==> config.mk <==
export PLATFORM = sky130hd
export DESIGN_NAME = fetch_unit
export DESIGN_NICKNAME = d
export VERILOG_FILES = /design/src/rtl/riscv_pkg.sv /design/src/rtl/fetch_unit_pc_next.sv /design/src/rtl/fetch_unit.sv
export SDC_FILE = /design/constraint.sdc
export NUM_CORES = 1
export LEC_CHECK = 0
export ABC_AREA = 0
export ABC_CLOCK_PERIOD_IN_PS = 3000
export BUFFER_PORTS_ARGS = -buffer_cell sky130_fd_sc_hd__clkbuf_2
export CORE_MARGIN = 4
export CORE_UTILIZATION = 48
export CTS_BUF_LIST = sky130_fd_sc_hd__clkbuf_16
export DETAILED_ROUTE_END_ITERATION = 16
export GPL_TIMING_DRIVEN = 0
export PLACE_DENSITY_LB_ADDON = 0.05
export SLEW_MARGIN = 20
export SYNTH_ARGS = -nofsm -noshare
export SYNTH_HDL_FRONTEND = slang
export SYNTH_SLANG_ARGS = --single-unit
==> constraint.sdc <==
create_clock -name clk -period 3 [get_ports clk]
set_clock_uncertainty 0.1 [all_clocks]
set_input_delay 0.6 -clock clk [delete_from_list [all_inputs] [get_ports clk]]
set_output_delay 0.6 -clock clk [all_outputs]
set_load 0.03 [all_outputs]
==> src/rtl/riscv_pkg.sv <==
`default_nettype none
// ============================================================================
//  Module      : riscv_pkg
//  Description : Shared types and constants for the instruction fetch path:
//                the fetch FSM encoding, the canonical NOP word and the
//                datapath width.
//  Revision    : 1.0 - initial release
// ============================================================================
package riscv_pkg;

    // Datapath / address width
    localparam int XLEN = 32;

    // ADDI x0, x0, 0 -- what the held-instruction register shows after reset
    localparam logic [XLEN-1:0] INSTR_NOP = 32'h0000_0013;

    // Sequential fetch stride in bytes
    localparam logic [XLEN-1:0] PC_STEP = 32'd4;

    // Fetch FSM encoding
    typedef enum logic [1:0] {
        FS_IDLE  = 2'd0,
        FS_FETCH = 2'd1,
        FS_HOLD  = 2'd2,
        FS_ERR   = 2'd3
    } fetch_state_t;

    // A fetch target must be word aligned
    function automatic logic is_misaligned(input logic [XLEN-1:0] addr);
        return (addr[1:0] != 2'b00);
    endfunction

endpackage : riscv_pkg
`default_nettype wire

==> src/rtl/fetch_unit_pc_next.sv <==
`default_nettype none
// ============================================================================
//  Module      : pc_next
//  Description : Combinational next-PC selection. Chooses between the
//                sequential successor (PC+4) and the branch target
//                (PC+ImmOp), both modulo 2^32, and flags a target that is
//                not word aligned.
//  Revision    : 1.0 - initial release
// ============================================================================
module pc_next
    import riscv_pkg::*;
(
    input  logic [XLEN-1:0] i_pc,
    input  logic [XLEN-1:0] i_imm,
    input  logic            i_pc_src,
    output logic [XLEN-1:0] o_next_pc,
    output logic            o_misaligned
);

    logic [XLEN-1:0] w_seq_pc;
    logic [XLEN-1:0] w_branch_pc;

    // Both candidates wrap naturally in 32-bit arithmetic
    assign w_seq_pc    = i_pc + PC_STEP;
    assign w_branch_pc = i_pc + i_imm;

    // Select the target and qualify its alignment
    always_comb begin
        o_next_pc    = i_pc_src ? w_branch_pc : w_seq_pc;
        o_misaligned = is_misaligned(o_next_pc);
    end

endmodule : pc_next
`default_nettype wire

==> src/rtl/fetch_unit.sv <==
`default_nettype none
// ============================================================================
//  Module      : fetch_unit
//  Description : Single-outstanding instruction fetcher. Requests one word
//                from instruction memory, holds it (with its PC) for the
//                decoder until consumed, then computes the next fetch
//                address from the branch decision sampled at the consume
//                handshake. A misaligned target parks the unit in a sticky
//                error state until reset.
//  Revision    : 1.0 - initial release
// ============================================================================
module fetch_unit
    import riscv_pkg::*;
#(
    parameter logic [XLEN-1:0] RESET_VEC = 32'h0000_0000
) (
    input  logic            clk,
    input  logic            rst,
    // branch decision from the control unit
    input  logic            PCsrc,
    input  logic [XLEN-1:0] ImmOp,
    // instruction memory
    output logic            imem_req,
    output logic [XLEN-1:0] imem_addr,
    input  logic            imem_ack,
    input  logic [XLEN-1:0] imem_rdata,
    // held instruction towards decode
    output logic [XLEN-1:0] Instr,
    output logic [XLEN-1:0] PC,
    output logic            instr_valid,
    input  logic            instr_ready,
    // status
    output logic            fetch_err,
    output logic [XLEN-1:0] instr_count
);

    fetch_state_t    state_q,    state_d;
    logic [XLEN-1:0] fetch_pc_q, fetch_pc_d;
    logic [XLEN-1:0] instr_q,    instr_d;
    logic [XLEN-1:0] pc_q,       pc_d;
    logic [XLEN-1:0] count_q,    count_d;

    logic [XLEN-1:0] w_next_pc;
    logic            w_misaligned;
    logic            w_handshake;

    // The successor is always derived from the PC of the held instruction,
    // so the held ImmOp/PCsrc pair lines up with the instruction it decodes.
    pc_next u_pc_next (
        .i_pc         (pc_q),
        .i_imm        (ImmOp),
        .i_pc_src     (PCsrc),
        .o_next_pc    (w_next_pc),
        .o_misaligned (w_misaligned)
    );

    // Consume handshake only exists while an instruction is held
    assign w_handshake = (state_q == FS_HOLD) && instr_ready;

    // Next-state and datapath update for the fetch FSM
    always_comb begin
        state_d    = state_q;
        fetch_pc_d = fetch_pc_q;
        instr_d    = instr_q;
        pc_d       = pc_q;
        count_d    = count_q;

        case (state_q)
            FS_IDLE: begin
                fetch_pc_d = RESET_VEC;
                state_d    = FS_FETCH;
            end
            FS_FETCH: begin
                if (imem_ack) begin
                    instr_d = imem_rdata;
                    pc_d    = fetch_pc_q;
                    state_d = FS_HOLD;
                end
            end
            FS_HOLD: begin
                // Acks here are stray and deliberately ignored
                if (w_handshake) begin
                    count_d = count_q + 32'd1;
                    if (w_misaligned) begin
                        state_d = FS_ERR;
                    end else begin
                        fetch_pc_d = w_next_pc;
                        state_d    = FS_FETCH;
                    end
                end
            end
            FS_ERR: begin
                state_d = FS_ERR;
            end
            default: begin
                state_d = FS_IDLE;
            end
        endcase
    end

    // State registers with synchronous reset; reset abandons any request
    // or held instruction without touching the consumed count afterwards.
    always_ff @(posedge clk) begin
        if (rst) begin
            state_q    <= FS_IDLE;
            fetch_pc_q <= RESET_VEC;
            instr_q    <= INSTR_NOP;
            pc_q       <= RESET_VEC;
            count_q    <= '0;
        end else begin
            state_q    <= state_d;
            fetch_pc_q <= fetch_pc_d;
            instr_q    <= instr_d;
            pc_q       <= pc_d;
            count_q    <= count_d;
        end
    end

    // Outputs decoded from state; request and valid are mutually exclusive
    // because they come from different states.
    assign imem_req    = (state_q == FS_FETCH);
    assign imem_addr   = fetch_pc_q;
    assign Instr       = instr_q;
    assign PC          = pc_q;
    assign instr_valid = (state_q == FS_HOLD);
    assign fetch_err   = (state_q == FS_ERR);
    assign instr_count = count_q;

endmodule : fetch_unit
`default_nettype wire
==> results list <==
* Number of primary I/O pins: 200
- The path with the worst hold slack has its endpoint at Instr[4]$_SDFFE_PP1P_.
* Cell-by-cell listing of the critical path: ha_1, inv_1, fa_1, nand2b_4, a21oi_4, o211ai_4, o311a_4, nor3_2, nor2_2, xnor2_1, a221o_1
- Share of final-layout standard cells stronger than drive strength 1: 0.2302
* # diodes: 0
- After clock tree synthesis, the clock-pin slew on the worst setup and hold paths is ~0.06 ns.
- After detailed routing, the number of remaining DRC violations is 0.
* Count of buffer and inverter cells on the critical path: 1
- Minimum setup slack after placement: -0.3072 ns
- The multi-input combinational cells in the finished layout cover a total of 4319 µm².
* Worst Setup Start Kind: register
- The placed instances occupy a cell area of roughly 8400 µm².
- Antenna-violating nets left: 0
- The slowest stage of the critical path is the o311a_4 cell.
- For the worst setup path, the data arrival time is 3.06 ns.
- Final weighted congestion of routability-driven global placement: slightly below 0.9
- Endpoints failing setup: 0
- Cell chosen for the clock root: clkbuf_16
* Area growth, synth to finish: 26.04%
* Post-synth design cell area: a little over 7000 µm²
- TritonCTS built the clock tree.
- The worst hold path belongs to the class primary input to register.
- Worst flop-to-flop path startpoint: PC[0]$_SDFFE_PP0P_
* Cell Count Post-Placement: 1288
- The via count of the first global-routing pass is 6469.
- The die is between 100 and 150 µm wide.
* Routed via count divided by cell count: 5.360
* Critical setup path kind: register to register
* CP Data Required Time: roughly 3.2 ns
* Post-Route Utilization: 0.6193
* Number of cells on the worst hold path: 3
* Post-synth top area cell: dfxtp_1
- Maxcap violations: 0
- First-pass DRT Iterations: 5
- In this run, CTS created clock tree buffers numbering 17.
* R2R Path End: imem_addr[30]$_SDFFE_PP0P_
- Vias: around 7100
- Post-Syn Instances: just over 900
- Clk Latency, worst-skew pair: around 0.42 ns
- Based on the critical path, the design can be clocked at up to about 350 MHz.
- Dividing the detail-routed wire length by the instance count gives 16.08 µm.
- Counting every net in the synthesized netlist gives 1009.
- Final HPWL DP: 16080 µm
- The H-tree was split into 4 levels.
* Final total power: 4.205 mW
* CTS Buffer Depth: 2
- Fin area: 9035 µm²
- The die is about 130 µm tall.
- The largest single stage delay on the critical path is about 0.43 ns.
- The floorplan step defined a core boundary enclosing between 10000 and 15000 µm².
- Across the whole layout, storage elements account for approximately 2600 µm².
- Entering global routing, the biggest net connects 17 pins.
- Once layout is complete, the cells apart from fillers number around 1300.
- Tightest slew margin relative to the limit: 0.5957
- The most used flip-flop cell after synthesis is dfxtp_1.
- For this design, the sink count on the clock tree is 130.
- Number of hold violations in the final report: 0
- Averaged over all synthesized cells, the footprint is 7.912 µm².
* Number of distinct library cells after synthesis: 65
* Maximum vdd drop: about 0.00035 V
* Max-slew violation total from the final report: 0
* Number of DRC violations after detailed-routing iteration 0: 470
- Initial antenna violation count: 0
* Wire length of the first global-routing pass: roughly 33000 µm
- Power Density: 465.4 nW/µm²
- Cell depth of the worst flop-to-flop path: 11
- Register bit count reported by yosys: 130
- Across all setup checks in the final design, the least slack found is ~0.16 ns.
* Top cells by area in the synthesized netlist: dfxtp_1 36%, nand2_1 10%, a21oi_1 7.3%, xor2_1 6.2%, ha_1 5.8%
* Post-cts hold buffer count: 0
* Fraction of the cycle the final worst path needs: 0.9483
- The share of synthesized area in the top cell type comes to 0.3631.
- STA classifies the critical path endpoint as a register.
- For this run, the total global-route usage over all layers was measured as 0.2462.
- Summed over all cells, the static leakage comes to 4.075 nW.
* Cell family with most CP delay: compound AO/OA/AOI/OAI gates
* Total of buffers placed on input and output ports: ~200
- During synthesis, Yosys emitted a total of 0 warnings.
- Row generation in the floorplan step produced between 40 and 50 rows.
- Ranked by instance count, the synthesized netlist is headed by 191 x nand2_1, 130 x dfxtp_1, 105 x a21oi_1.
* Register area share after synthesis: 0.3631
* Total wire length: ~21000 µm
- Post-route minimum period: approximately 2.8 ns
- Number of enable-type register cells in the synthesized netlist: 0
* Beginning of the worst hold path: imem_rdata[4]
* Setup repair after global routing missed its margin: false
* Net count reported at finish: around 1200
- Transition time at the pin with the least slew margin: 0.6065 ns
- Overall overflow remaining after global route: 0
* Async set or reset register ratio after synthesis: 0
- # fillers: 1370
* Worst reg-to-reg setup slack: 0.16 ns
* Die footprint: roughly 17000 µm²
* Maximum fanout count along the critical path: 4
- Among all cell types in the netlist, the one instantiated most often is nand2_1.
- Initial Utilization: 0.4913
- Status: finished clean
## power breakdown
group          total (mW)  internal [mW]  switching [mW]
clock                2.05           1.23           0.821
sequential           1.77           1.75          0.0158
combinational       0.387          0.127           0.260
total                4.21           3.11            1.10
## cell type report
cell class | instances | area share
repair buffers | 200 | 0.1113
inverters | 13 | 0.005401
clock inverters | 15 | 0.01731
well taps | 184 | 0.02548
plain buffers | 46 | 0.02728
multi-input cells | 717 | 0.4780
flip-flops and latches | 130 | 0.2880
clock buffers | 17 | 0.04708
## what timing repair did
action / CTS / global route
hold endpoints to repair: 0 / 0
endpoints found under the setup margin: 1 / 17
setup buffers: 1 / 1
gates resized for setup: 0 / 13
pin swaps: 1 / 1
## cells in the final DEF (no fill, tap or decap), types with 3 or more instances in the layout
cell type,n
a22oi_1,14
clkbuf_16,17
buf_4,4
buf_6,4
nor2_1,63
or3_1,6
a21o_1,19
nand3b_1,4
ha_1,33
clkinv_1,3
nor2b_1,4
o221ai_1,4
nand4_1,17
inv_1,13
a221oi_1,3
clkbuf_1,29
nand2b_1,4
nand3_1,34
clkinv_4,4
clkbuf_2,202
o21ai_1,15
nand2_1,191
nor3_1,8
a31oi_1,3
buf_1,3
xnor2_1,29
and3_1,8
o21bai_1,4
xor2_1,51
a211o_1,3
mux2i_1,5
o21a_1,5
o21ai_0,28
a21oi_1,105
dfxtp_1,130
clkbuf_8,3
and4_1,11
and2_1,10
inv_6,4
## kinds of logic after synthesis
kind of cell,after synthesis,share of synthesized area
adders and majority gates,34,0.06040
xor gates and xnor gates,80,0.09775
AOI/OAI and AO/OA,225,0.1925
buffers and inverters,59,0.04049
muxes,5,0.006982
DFF,130,0.3631
and+or+nand+nor,373,0.2388
## sequential cells by signal, summed over array words and instances, names as in the netlist
register / cells
state_q: 2
instr_count: 32
PC: 32
imem_addr: 32
Instr: 32
## per-layer routing
| metal | track usage | up-vias | routed length (µm) |
|---|---|---|---|
| li1 | - | 3598 | - |
| met1 | 0.3518 | 3261 | 10080 |
| met2 | 0.3684 | 193 | 9397 |
| met3 | 0.05199 | 34 | 1262 |
| met4 | 0.08435 | 0 | 508 |
| met5 | 0 | - | 0 |
## worst register-to-register path, stage by stage (launching register included)
cell	delay, ns
dfxtp_1	0.38
ha_1	0.20
inv_1	0.06
fa_1	0.39
nand2b_4	0.18
a21oi_4	0.17
o211ai_4	0.14
o311a_4	0.43
nor3_2	0.20
nor2_2	0.06
xnor2_1	0.12
a221o_1	0.30
## per-stage QoR
step / hold slack (ns) / setup TNS (ns)
6_report: 0.2893 / 0
5_1_grt: 0.2878 / 0
4_1_cts: 0.2733 / 0
3_5_place_dp: 0.3463 / -3.480
3_3_place_gp: 0.3414 / -3.229
2_1_floorplan: 0.4074 / 0
## worst max path at each step
stage                            endpoint  slack [ns]  cells past startpoint                from
2_1_floorplan  imem_addr[30]$_SDFFE_PP0P_       0.004                     11  PC[0]$_SDFFE_PP0P_
3_3_place_gp   imem_addr[30]$_SDFFE_PP0P_       -0.32                     12            ImmOp[0]
3_5_place_dp   imem_addr[30]$_SDFFE_PP0P_       -0.31                     12            ImmOp[0]
4_1_cts        imem_addr[30]$_SDFFE_PP0P_       0.003                     11  PC[0]$_SDFFE_PP0P_
5_1_grt        imem_addr[30]$_SDFFE_PP0P_       0.009                     11  PC[0]$_SDFFE_PP0P_
6_report       imem_addr[30]$_SDFFE_PP0P_        0.16                     11  PC[0]$_SDFFE_PP0P_
Power figures use the tool's default switching activity.
